--- config.mk ---
export PLATFORM = sky130hd
export DESIGN_NAME = spi_bus_arbiter_flat
export DESIGN_NICKNAME = d
export VERILOG_FILES = /design/src/rtl/spi_bus_arbiter_if.sv /design/src/rtl/spi_bus_arbiter.sv /design/src/flat_wrapper.sv
export SDC_FILE = /design/constraint.sdc
export NUM_CORES = 1
export LEC_CHECK = 0
export BUFFER_PORTS_ARGS = -buffer_cell sky130_fd_sc_hd__buf_2
export CAP_MARGIN = 20
export CORE_UTILIZATION = 30
export DETAILED_ROUTE_END_ITERATION = 10
export PLACE_DENSITY = 0.48
export SYNTH_ARGS = -nofsm -noshare
export SYNTH_HDL_FRONTEND = slang
export SYNTH_SLANG_ARGS = --single-unit
export TNS_END_PERCENT = 1
--- constraint.sdc ---
create_clock -name clk_sys_i -period 5.2 [get_ports clk_sys_i]
set_clock_uncertainty 0.15 [all_clocks]
set_input_delay 1.04 -clock clk_sys_i [delete_from_list [all_inputs] [get_ports clk_sys_i]]
set_output_delay 1.04 -clock clk_sys_i [all_outputs]
set_load 0.01 [all_outputs]
--- src/rtl/spi_bus_arbiter_if.sv ---
// Bundle of request/grant, per-host SPI pins and shared bus pins for spi_bus_arbiter.
// The slave modport is the arbiter's view; master is the hosts/pads side.
interface spi_bus_arbiter_if #(
    parameter int NumReq = 2
);
    logic [NumReq-1:0] req_i;
    logic [NumReq-1:0] gnt_o;
    logic [NumReq-1:0] host_sclk_i;
    logic [NumReq-1:0] host_copi_i;
    logic [NumReq-1:0] host_cs_ni;
    logic [NumReq-1:0] host_cipo_o;
    logic              spi_sclk_o;
    logic              spi_copi_o;
    logic              spi_cs_no;
    logic              spi_en_o;
    logic              spi_cipo_i;
    logic              busy_o;
    logic              timeout_o;

    modport slave (
        input  req_i, host_sclk_i, host_copi_i, host_cs_ni, spi_cipo_i,
        output gnt_o, host_cipo_o, spi_sclk_o, spi_copi_o, spi_cs_no, spi_en_o,
               busy_o, timeout_o
    );

    modport master (
        output req_i, host_sclk_i, host_copi_i, host_cs_ni, spi_cipo_i,
        input  gnt_o, host_cipo_o, spi_sclk_o, spi_copi_o, spi_cs_no, spi_en_o,
               busy_o, timeout_o
    );
endinterface

--- src/rtl/spi_bus_arbiter.sv ---
// Round-robin owner of one shared SPI bus among NumReq hosts, with an idle guard gap between owners.
// Define SPI_ARB_TIMEOUT_EN to add forced revoke of an owner holding the bus for TimeoutCycles.
module spi_bus_arbiter #(
    parameter int NumReq        = 2,
    parameter int GuardCycles   = 2,
    parameter int TimeoutCycles = 4096
) (
    input logic              clk_sys_i,
    input logic              rst_sys_i,
    spi_bus_arbiter_if.slave bus
);
    localparam int         IdxW      = $clog2(NumReq);
    localparam logic [3:0] GuardLoad = (GuardCycles > 0) ? 4'(GuardCycles - 1) : 4'd0;

    typedef enum logic [1:0] {IDLE, GRANT, GUARD} state_e;

    state_e            state_q;
    logic [NumReq-1:0] gnt_q;
    logic [IdxW-1:0]   ptr_q;
    logic [IdxW-1:0]   owner_q;
    logic [IdxW-1:0]   owner_d;
    logic              found_d;
    logic [3:0]        guard_q;
    logic [NumReq-1:0] elig_req;
    logic              rel_d;
    int                cand;
    logic [IdxW-1:0]   cand_idx;

    logic              sclk_d;
    logic              copi_d;
    logic              cs_n_d;
    logic [NumReq-1:0] cipo_d;

`ifdef SPI_ARB_TIMEOUT_EN
    localparam int HoldW = ($clog2(TimeoutCycles + 1) > 12) ? $clog2(TimeoutCycles + 1) : 12;
    localparam logic [HoldW-1:0] HoldLimit = HoldW'(TimeoutCycles - 1);

    logic [HoldW-1:0]  hold_q;
    logic              timeout_q;
    logic [NumReq-1:0] revoked_q;
    logic              revoke_d;

    // A revoked host stays masked until it has dropped its request once.
    assign elig_req = bus.req_i & ~revoked_q;
    assign revoke_d = bus.req_i[owner_q] && (hold_q == HoldLimit);
    assign rel_d    = !bus.req_i[owner_q] || revoke_d;
    assign bus.timeout_o = timeout_q;
`else
    logic unused_timeout_cfg;

    assign unused_timeout_cfg = (TimeoutCycles != 0);
    assign elig_req = bus.req_i;
    assign rel_d    = !bus.req_i[owner_q];
    assign bus.timeout_o = 1'b0;
`endif

    // First eligible requester strictly after the last owner, wrapping.
    always_comb begin
        owner_d  = ptr_q;
        found_d  = 1'b0;
        cand     = 0;
        cand_idx = '0;
        for (int i = 1; i <= NumReq; i++) begin
            cand = int'(ptr_q) + i;
            if (cand >= NumReq) cand = cand - NumReq;
            cand_idx = IdxW'(cand);
            if (!found_d && elig_req[cand_idx]) begin
                owner_d = cand_idx;
                found_d = 1'b1;
            end
        end
    end

    always_ff @(posedge clk_sys_i or posedge rst_sys_i) begin
        if (rst_sys_i) begin
            state_q <= IDLE;
            gnt_q   <= '0;
            ptr_q   <= IdxW'(NumReq - 1);
            owner_q <= '0;
            guard_q <= '0;
`ifdef SPI_ARB_TIMEOUT_EN
            hold_q    <= '0;
            timeout_q <= 1'b0;
            revoked_q <= '0;
`endif
        end else begin
`ifdef SPI_ARB_TIMEOUT_EN
            timeout_q <= 1'b0;
            revoked_q <= revoked_q & bus.req_i;
`endif
            case (state_q)
                IDLE: begin
                    if (found_d) begin
                        state_q <= GRANT;
                        owner_q <= owner_d;
                        ptr_q   <= owner_d;
                        gnt_q   <= '0;
                        gnt_q[owner_d] <= 1'b1;
`ifdef SPI_ARB_TIMEOUT_EN
                        hold_q <= '0;
`endif
                    end
                end
                GRANT: begin
                    if (rel_d) begin
                        gnt_q   <= '0;
                        guard_q <= GuardLoad;
                        if (GuardCycles > 0) state_q <= GUARD;
                        else                 state_q <= IDLE;
                    end
`ifdef SPI_ARB_TIMEOUT_EN
                    if (revoke_d) begin
                        timeout_q          <= 1'b1;
                        revoked_q[owner_q] <= 1'b1;
                    end else begin
                        hold_q <= hold_q + 1'b1;
                    end
`endif
                end
                GUARD: begin
                    if (guard_q == 4'd0) state_q <= IDLE;
                    else                 guard_q <= guard_q - 4'd1;
                end
                default: state_q <= IDLE;
            endcase
        end
    end

    // Pins follow the owner only while granted; otherwise held at idle levels.
    always_comb begin
        sclk_d = 1'b0;
        copi_d = 1'b1;
        cs_n_d = 1'b1;
        cipo_d = '1;
        if (state_q == GRANT) begin
            sclk_d          = bus.host_sclk_i[owner_q];
            copi_d          = bus.host_copi_i[owner_q];
            cs_n_d          = bus.host_cs_ni[owner_q];
            cipo_d[owner_q] = bus.spi_cipo_i;
        end
    end

    assign bus.gnt_o       = gnt_q;
    assign bus.busy_o      = (state_q != IDLE);
    assign bus.spi_sclk_o  = sclk_d;
    assign bus.spi_copi_o  = copi_d;
    assign bus.spi_cs_no   = cs_n_d;
    assign bus.host_cipo_o = cipo_d;
    assign bus.spi_en_o    = 1'b1;
endmodule

--- src/flat_wrapper.sv ---
// flat-port wrapper written by rule: the top's interface ports become plain ports
module spi_bus_arbiter_flat 
#(
    parameter int NumReq        = 2,
    parameter int GuardCycles   = 2,
    parameter int TimeoutCycles = 4096
)
  (clk_sys_i, rst_sys_i, bus_req_i, bus_host_sclk_i, bus_host_copi_i, bus_host_cs_ni, bus_spi_cipo_i, bus_gnt_o, bus_host_cipo_o, bus_spi_sclk_o, bus_spi_copi_o, bus_spi_cs_no, bus_spi_en_o, bus_busy_o, bus_timeout_o);
  spi_bus_arbiter_if #(.NumReq(NumReq)) bus_i ();
  input logic clk_sys_i;
  input logic rst_sys_i;
  input wire logic [$bits(bus_i.req_i)-1:0] bus_req_i;
  input wire logic [$bits(bus_i.host_sclk_i)-1:0] bus_host_sclk_i;
  input wire logic [$bits(bus_i.host_copi_i)-1:0] bus_host_copi_i;
  input wire logic [$bits(bus_i.host_cs_ni)-1:0] bus_host_cs_ni;
  input wire logic [$bits(bus_i.spi_cipo_i)-1:0] bus_spi_cipo_i;
  output wire logic [$bits(bus_i.gnt_o)-1:0] bus_gnt_o;
  output wire logic [$bits(bus_i.host_cipo_o)-1:0] bus_host_cipo_o;
  output wire logic [$bits(bus_i.spi_sclk_o)-1:0] bus_spi_sclk_o;
  output wire logic [$bits(bus_i.spi_copi_o)-1:0] bus_spi_copi_o;
  output wire logic [$bits(bus_i.spi_cs_no)-1:0] bus_spi_cs_no;
  output wire logic [$bits(bus_i.spi_en_o)-1:0] bus_spi_en_o;
  output wire logic [$bits(bus_i.busy_o)-1:0] bus_busy_o;
  output wire logic [$bits(bus_i.timeout_o)-1:0] bus_timeout_o;
  assign bus_i.req_i = bus_req_i;
  assign bus_i.host_sclk_i = bus_host_sclk_i;
  assign bus_i.host_copi_i = bus_host_copi_i;
  assign bus_i.host_cs_ni = bus_host_cs_ni;
  assign bus_i.spi_cipo_i = bus_spi_cipo_i;
  assign bus_gnt_o = bus_i.gnt_o;
  assign bus_host_cipo_o = bus_i.host_cipo_o;
  assign bus_spi_sclk_o = bus_i.spi_sclk_o;
  assign bus_spi_copi_o = bus_i.spi_copi_o;
  assign bus_spi_cs_no = bus_i.spi_cs_no;
  assign bus_spi_en_o = bus_i.spi_en_o;
  assign bus_busy_o = bus_i.busy_o;
  assign bus_timeout_o = bus_i.timeout_o;
  spi_bus_arbiter #(.NumReq(NumReq), .GuardCycles(GuardCycles), .TimeoutCycles(TimeoutCycles)) u_core (.clk_sys_i(clk_sys_i), .rst_sys_i(rst_sys_i), .bus(bus_i));
endmodule
==> results by group, run 1 <==
Clock tree
  • CTS tree: yes
  • Clock buffer depth: 2
  • Post-CTS sizing: 0
  • Clock H-tree levels: 1
  • Clock Pin Slew Worst Setup and Hold Paths: 0.07 ns
  • Post-CTS setup buffers: 0
  • Clk root buf: clkbuf_4
  • Clk sinks: 10
  • Worst skew pair latency: 0.27 ns
  • Hold buffer count at CTS: 0
  • CTS Buf Count: 3

STA
  • Fin. Hold Viols: 0
  • Final setup fails: 0
  • Achievable frequency: around 340 MHz
  • Unrepaired setup endpoints after global routing: false
  • Tcrit/Tclk final: 56.2%
  • Slew Viols, Final: 0
  • Tmin final: 2.92 ns
  • Final TNS setup: 0 ns

Setup path
  • Worst Setup Start Kind: flip-flop
  • Reg-to-reg endpoint: u_core.state_q[1]
  • Reg2reg start: u_core.state_q[0]
  • Worst R2R Setup Slack: approximately 3.3 ns
  • Max Fanout on Critical Path: 6
  • Critical path required time: roughly 4 ns
  • Critical path arrival: 1.73 ns
  • CP Capture Type: output pin
  • R2R depth: 6
  • Critical path type: reg2out

Route
  • Antenna-violating nets left: 0
  • Drt drc: 0
  • Drt pass-1 iters: 4
  • Via count: 559
  • Post-DR vias/cell: 4.58
  • Iter 0 DRT Violations: 6
  • Wire per inst: 10.6 µm
  • Routed wire length: 1300 µm

Placement
  • Gpl congestion: about 0.7
  • DPL Wire Length: 1000 µm
  • Placement Cell Area: 813 µm²
  • IO Port Bufs: 18

Min path
  • Number of cells on the worst hold path: 2
  • Min-delay worst type: reg2reg
  • Hold EP: u_core.ptr_q
  • Hold Crit Start: u_core.ptr_q

Synth
  • Ranking of synthesized cells by area: dfrtp_1, ha_1, inv_1
  • Library cells used by synthesis: 27
  • Mapped Cells: 75
  • Post-synth EDFFs: 0
  • Main flop type after synthesis: dfrtp_1
  • YS warnings: 0
  • Seq/Total Area, Yosys: 35.2%
  • Yosys top cell area share: 31.5%
  • Post-Syn Nets: 93
  • Synth Area per Inst: 9.53 µm²
  • Register bit total from synthesis: 10
  • Cell taking the most area after synthesis: dfrtp_1
  • FFs w/ async S/R, synth: between 90% and 100%
  • Cell area after synthesis: 714 µm²
  • Leading cell types by count after synthesis: inv_1, nand2_1, dfrtp_1, ha_1, o21ai_0

Floorplan
  • # rows: 17
  • Total die area: 2580 µm²
  • Core box area: 2230 µm²
  • Starting Density: 32.0%
  • Chip width: 50.8 µm
  • Die Y: slightly above 50 µm
  • I/O pins: 21

Global route
  • Initial antenna violation count: 0
  • Total track usage: 13.1%
  • Pin count of the biggest net entering global routing: 11
  • Grt ovf: 0
  • Number of global-route vias before repair: about 570
  • First-pass GRT wire length: 2480 µm

Flow run
  • Max Cap Viol: 0

Finish
  • Share of layout cells above drive strength 1: 31.9%
  • ANT cells: 0
  • Layout overhead on the synthesized area: 17.5%
  • Storage element area: 251 µm²
  • Multi-input gate area: ~400 µm²
  • # fillers: 240
  • Nets: 113
  • Post-route cell area: 840 µm²

Outcome
  • Status: complete, no violations

Power and ir drop
  • Peak supply drop: 0.165 mV
  • Lkg Pwr: between 0.4 and 0.5 nW
  • Pwr per Cell Area: 545 nW/µm²
[layout by cell type (no fill, tap or decap), types with 2 or more instances in the layout]
master	Yosys	routed
mux2_2	2	2
inv_1	10	10
a21oi_1	4	4
dfrtp_1	9	9
clkbuf_4	0	3
buf_2	0	18
o21ai_0	6	6
nand3b_1	2	2
nor2_1	3	3
nand2_1	10	10
conb_1	2	2
ha_1	7	7
mux2i_1	3	3
[worst max-delay path: stages (launching register included)]
cell and delay, ns:
dfrtp_1 0.41, inv_1 0.12, ha_1 0.26, inv_1 0.15
or3_1 0.38, buf_2 0.14
[layout make-up]
type,count,share of cell area (%)
multi-input combinational,52,47.5
sequential,10,30.0
timing repair buffer,18,10.7
inverter,10,4.47
tap,28,4.17
clock buffer,4,3.13
[report_power, final]
group,internal (mW),switching [mW]
Clock,0.0297,0.0277
Sequential,0.113,0.0336
Combinational,0.119,0.134
[logic make-up (layout without fill, tap and decap cells)]
kind of cell               after synthesis  after routing  synth area share (%)
DFF                                     10             10                  35.2
AOI/OAI and AO/OA                       16             16                  16.8
other                                    2              2                  1.05
adders and majority gates                7              7                  12.3
buffers and inverters                   13             32                  8.93
muxes                                    6              6                  10.5
and+or+nand+nor                         21             21                  15.2
[worst max-delay path by stage]
stage	end	cells past startpoint	slack, ns	start
after CTS	bus_host_cipo_o[0]	5	2.24	u_core.state_q[1]
after global placement	bus_host_cipo_o[0]	3	2.44	bus_spi_cipo_i
after floorplan	bus_host_cipo_o[0]	1	2.62	bus_spi_cipo_i
final	bus_host_cipo_o[0]	5	2.28	u_core.state_q[1]
after global routing	bus_host_cipo_o[0]	5	2.14	u_core.state_q[1]
after detailed placement	bus_host_cipo_o[0]	3	2.44	bus_spi_cipo_i
[registers in the layout (all words and copies together) (netlist names)]
name	cells
u_core.state_q	2
u_core.guard_q	4
u_core.bus.gnt_o	2
u_core.owner_q	1
u_core.ptr_q	1
[per-stage QoR]
step                cells  setup WS [ns]  hold slack, ns  total power, mW  utilization [%]
floorplan              75           2.62           0.320            0.347                -
global placement      118           2.44           0.344            0.402             36.4
detailed placement    118           2.44           0.339            0.403             36.4
CTS                   122           2.24           0.354            0.465             37.6
global route          122           2.14           0.384            0.508             37.6
finish                122           2.28           0.350            0.457             37.6
[metal layers]
layer / share of wire [%] / GRT usage, % / wire [µm]
met1: 47 / 16.3 / 615
met2: 47 / 20.2 / 607
met3: 4.9 / 5.45 / 64
met4: 0.62 / 4.17 / 8
met5: 0 / 0 / 0
Note: power is estimated with default switching activity, not from simulation.
==> inputs of run 2 (changes only) <==
==> constraint.sdc (replaced) <==
create_clock -name clk_sys_i -period 3 [get_ports clk_sys_i]
set_clock_uncertainty 0.15 [all_clocks]
set_input_delay 0.6 -clock clk_sys_i [delete_from_list [all_inputs] [get_ports clk_sys_i]]
set_output_delay 0.6 -clock clk_sys_i [all_outputs]
set_load 0.01 [all_outputs]
==> run 2 against run 1 <==
Final cell count unchanged. Clock power increased by 79%. Non-clock buffer count stayed put. Routed wire length is 6.0% higher. Via count grew 3.0%. Largest cell class unchanged. Largest power group unchanged. Highest routed layer unchanged.
==> results by group, run 2 (synthesis gave the netlist of run 1 again) <==
Outcome
  • Status: complete, no violations

Route
  • Met1 WL: roughly 650 µm
  • Met2 wire len: roughly 630 µm
  • Antenna-violating nets left: 0
  • Routed wire length: 1370 µm
  • Wire per inst: 11.3 µm
  • Drt pass-1 iters: 4
  • Post-DR vias/cell: around 4.7
  • Iter 0 DRT Violations: 16
  • Drt drc: 0
  • Via count: between 500 and 600
  • Routed length on met3: 77 µm
  • Top sig layer: met4

Placement
  • IO Port Bufs: 18
  • Gpl congestion: around 0.73
  • DPL Wire Length: ~1100 µm
  • Inst Count DP: 118

Clock tree
  • CTS Buf Count: 3
  • CTS tree: yes
  • Clk root buf: clkbuf_4
  • Worst skew pair latency: about 0.27 ns
  • Post-CTS sizing: 0
  • Clock H-tree levels: 1
  • Clk sinks: 10
  • Post-CTS setup buffers: 0
  • Clock Pin Slew Worst Setup and Hold Paths: 0.08 ns
  • Clock buffer depth: 2
  • Hold buffer count at CTS: 0

STA
  • Final TNS setup: 0 ns
  • Hold slack: around 0.16 ns
  • Tcrit/Tclk final: slightly above 80%
  • Unrepaired setup endpoints after global routing: false
  • Fin. Hold Viols: 0
  • Final setup fails: 0
  • Slew Viols, Final: 0
  • Achievable frequency: 401 MHz
  • Tmin final: 2.49 ns

Setup path
  • Delay-heaviest family, CP: buffers and inverters
  • Crit path top cell by count: inv_1
  • Critical path required time: 2.25 ns
  • CP Buf/Inv Count: 3
  • Critical path arrival: about 1.7 ns
  • Worst Setup Start Kind: flip-flop
  • Worst path cell trace: inv_1 -> ha_1 -> inv_1 -> or3_1 -> buf_2
  • Critical path type: reg2out
  • Max Fanout on Critical Path: 6
  • Crit-path slowest cell: dfrtp_1
  • CP peak stage delay: 0.41 ns
  • CP Capture Type: output pin

Power and ir drop
  • Pwr per Cell Area: approximately 960 nW/µm²
  • Lkg Pwr: 0.409 nW
  • Peak supply drop: 0.431 mV

Finish
  • Commonest non-fill, non-tap cell in the layout: buf_2
  • Layout overhead on the synthesized area: 17.5%
  • Max FFs per register: 4
  • Most frequent cells in the layout: buf_2, inv_1, nand2_1
  • Share of layout cells above drive strength 1: a little under a third
  • Nets: 113
  • Post-Layout Cell Count: 122
  • ANT cells: 0
  • Top reg by flops: u_core.guard_q

Global route
  • Total track usage: 12.8%
  • Grt ovf: 0
  • Number of global-route vias before repair: between 500 and 600
  • Initial antenna violation count: 0
  • Pin count of the biggest net entering global routing: 11
  • First-pass GRT wire length: 2370 µm

Floorplan
  • Chip width: 50.8 µm
  • Die Y: around 51 µm
  • Core box area: 2230 µm²
  • Starting Density: 32.0%
  • Total die area: 2580 µm²
  • I/O pins: 21
  • # rows: 17

Min path
  • Min-delay worst type: in2async

Flow run
  • Max Cap Viol: 0
run 2: worst register-to-register path: stages (launching register included):
cell and delay (ns):
dfrtp_1 0.42, inv_1 0.14, ha_1 0.27, inv_1 0.10, o32ai_2 0.37, a21oi_2 0.08
mux2_2 0.28
run 2: area by class of cell:
| type | count | area [µm²] |
|---|---|---|
| Timing Repair Buffer | 18 | 90.1 |
| Inverter | 10 | 37.5 |
| Multi-Input combinational cell | 52 | 399 |
| Fill cell | 229 | 1390 |
| Sequential cell | 10 | 251 |
| Clock buffer | 4 | 26.3 |
| Tap cell | 28 | 35.0 |
run 2: worst paths after layout:
kind	start	end	slack, ns	cells after the start
setup / recovery	u_core.state_q[1]	bus_host_cipo_o[0]	0.51	5
hold / removal	rst_sys_i	u_core.guard_q[2]	0.16	2
setup reg to reg	u_core.state_q[0]	u_core.state_q[1]	1.09	6
hold reg to reg	u_core.bus.gnt_o[1]	u_core.bus.gnt_o[1]	0.35	2
max in group asynchronous	rst_sys_i	u_core.ptr_q	2.20	2
min in group clk_sys_i	u_core.bus.gnt_o[1]	u_core.bus.gnt_o[1]	0.35	2
run 2: per-layer routing:
| layer | vias to the layer above | track usage (%) |
|---|---|---|
| met5 | - | 0 |
| met4 | 0 | 4.17 |
| met3 | 2 | 6.06 |
| met2 | 12 | 20.7 |
| met1 | 271 | 14.7 |
| li1 | 291 | - |
run 2: report_power, final:
part | internal [mW] | total [mW] | switching, mW | leakage, nW
clock | 0.0515 | 0.103 | 0.0510 | 0.0150
sequential | 0.195 | 0.257 | 0.0616 | 0.124
combinational | 0.208 | 0.446 | 0.238 | 0.270
total | 0.454 | 0.805 | 0.351 | 0.409
run 2: metrics by stage:
stage	util, %	area, µm²	total power, mW	setup WS (ns)
2_1_floorplan	-	714	0.602	0.989
3_3_place_gp	36.4	813	0.697	0.833
3_5_place_dp	36.4	813	0.706	0.790
4_1_cts	37.6	840	0.813	0.480
5_1_grt	37.6	840	0.886	0.391
6_report	37.6	840	0.805	0.506
==> inputs of run 3 (changes only) <==
--- a/config.mk
+++ b/config.mk
@@ -9,7 +9,7 @@
 export CAP_MARGIN = 20
 export CORE_UTILIZATION = 30
 export DETAILED_ROUTE_END_ITERATION = 10
-export PLACE_DENSITY = 0.48
+export PLACE_DENSITY = 0.5
 export SYNTH_ARGS = -nofsm -noshare
 export SYNTH_HDL_FRONTEND = slang
 export SYNTH_SLANG_ARGS = --single-unit
==> constraint.sdc (replaced) <==
create_clock -name clk_sys_i -period 2.2 [get_ports clk_sys_i]
set_clock_uncertainty 0.15 [all_clocks]
set_input_delay 0.44 -clock clk_sys_i [delete_from_list [all_inputs] [get_ports clk_sys_i]]
set_output_delay 0.44 -clock clk_sys_i [all_outputs]
set_load 0.01 [all_outputs]
==> run 3 against run 2 <==
Clock power increased by 65%. Routed wire length down 6.6%. First-iteration DRC count is 6.3% lower. Cell area rose by 4.2%. Total power grew 42%. Highest routed layer unchanged.
==> results by group, run 3 (synthesis gave the netlist of run 1 again) <==
Power and ir drop
  • Peak supply drop: 0.419 mV
  • Pwr per Cell Area: about 1300 nW/µm²
  • Total power: 1.14 mW
  • Lkg Pwr: 0.428 nW

Setup path
  • CP peak stage delay: 0.41 ns
  • Worst Setup Start Kind: flip-flop
  • Max Fanout on Critical Path: 4
  • CP Capture Type: output pin
  • Critical path type: reg2out
  • Critical path arrival: 1.48 ns
  • Reg2reg start: u_core.state_q[0]
  • Worst R2R Setup Slack: approximately 0.32 ns
  • Reg-to-reg endpoint: u_core.state_q[1]
  • R2R depth: 6
  • Delay-heaviest family, CP: flip-flops
  • Instance count on the critical path: 5
  • Crit-path slowest cell: dfrtp_1
  • Critical path required time: 1.61 ns
  • CP Buf/Inv Count: 3
  • Worst path cell trace: inv_2 -> ha_1 -> inv_1 -> or3_1 -> buf_2

STA
  • Achievable frequency: about 480 MHz
  • Hold slack: ~0.35 ns
  • Final setup fails: 0
  • Tcrit/Tclk final: 94.2%
  • Final TNS setup: 0 ns
  • Slew Viols, Final: 0
  • Fin. Hold Viols: 0
  • Unrepaired setup endpoints after global routing: false
  • Tmin final: approximately 2.1 ns
  • Setup ws final: between 0.1 and 0.15 ns

Floorplan
  • Die Y: between 50 and 60 µm
  • Total die area: about 2600 µm²
  • Chip width: 50.8 µm
  • I/O pins: 21
  • Starting Density: 32.0%
  • # rows: 17
  • Core box area: 2230 µm²

Route
  • Drt pass-1 iters: 4
  • Post-DR vias/cell: 4.56
  • Via count: 570
  • Iter 0 DRT Violations: 15
  • Wire per inst: 10.3 µm
  • Drt drc: 0
  • Routed wire length: 1280 µm
  • Antenna-violating nets left: 0

Finish
  • ANT cells: 0
  • Max FFs per register: 4
  • Post-Layout Cell Count: 125
  • Most frequent cells in the layout: buf_2, nand2_1, inv_1, dfrtp_1, ha_1
  • Final core occ: approximately two fifths
  • Nets: 116
  • Layout overhead on the synthesized area: 22.4%
  • Top reg by flops: u_core.guard_q
  • Share of layout cells above drive strength 1: 35.1%
  • Commonest non-fill, non-tap cell in the layout: buf_2
  • Post-route cell area: 875 µm²

Clock tree
  • Post-CTS setup buffers: 0
  • Clk sinks: 10
  • CTS Buf Count: 3
  • Clock Pin Slew Worst Setup and Hold Paths: 0.07 ns
  • Clock buffer depth: 2
  • Clock H-tree levels: 1
  • Clk root buf: clkbuf_4
  • CTS tree: yes
  • Worst skew pair latency: 0.27 ns

Placement
  • Placement Cell Area: just over 800 µm²
  • Inst Count DP: 120
  • IO Port Bufs: 18
  • DPL Wire Length: between 1000 and 1500 µm
  • DP Worst Slack: 0.327 ns
  • Gpl congestion: 0.778

Min path
  • Hold EP: u_core.ptr_q
  • Min-delay worst type: in2reg
  • Number of cells on the worst hold path: 3
  • Hold Crit Start: bus_req_i[1]

Global route
  • Pin count of the biggest net entering global routing: 11
  • Initial antenna violation count: 0
  • First-pass GRT wire length: 2240 µm
  • Number of global-route vias before repair: 536
  • Grt ovf: 0
  • Total track usage: between 10 and 15%

Flow run
  • Max Cap Viol: 0

Outcome
  • Status: complete, no violations
==> run 3: cell type report <==
| type | instances | area, µm² |
|---|---|---|
| Fill cell | 231 | 1360 |
| Multi-Input combinational cell | 52 | 399 |
| Sequential cell | 10 | 251 |
| Timing Repair Buffer | 21 | 115 |
| Inverter | 10 | 37.5 |
| Clock buffer | 4 | 36.3 |
| Tap cell | 28 | 35.0 |
==> run 3: how the worst max path moves through the flow <==
| stage | start | endpoint | slack, ns |
|---|---|---|---|
| 6_report | u_core.state_q[1] | bus_host_cipo_o[0] | 0.13 |
| 2_1_floorplan | u_core.state_q[1] | bus_host_cipo_o[0] | 0.35 |
| 4_1_cts | u_core.state_q[1] | bus_host_cipo_o[0] | 0.06 |
| 3_5_place_dp | u_core.state_q[0] | u_core.state_q[1] | 0.33 |
| 3_3_place_gp | u_core.guard_q[0] | u_core.guard_q[2] | 0.37 |
| 5_1_grt | u_core.state_q[1] | bus_host_cipo_o[0] | 0.02 |
==> run 3: tightest hold or removal path, cell delays in order <==
cell     delay [ns]
buf_2          0.14
nand2_1        0.09
o21ai_0        0.09
==> run 3: per-layer routing <==
metal | GRT usage, % | up-vias | share of wire (%)
met5 | 0 | - | 0
met4 | 9.72 | 0 | 3.4
met3 | 3.03 | 5 | 3.6
met2 | 19.6 | 10 | 46
met1 | 13.4 | 260 | 46
li1 | - | 295 | -
==> run 3: repair_timing <==
| action | CTS | global route |
|---|---|---|
| endpoints found under the hold margin | 9 | 0 |
| hold buffers | 1 | 0 |
| setup endpoints to repair | 0 | 1 |
| resized for setup | 0 | 1 |
==> run 3: where the power goes <==
part | internal, mW | total (mW) | switching (mW)
sequential | 0.266 | 0.349 | 0.0832
combinational | 0.305 | 0.625 | 0.319
clock | 0.101 | 0.170 | 0.0698
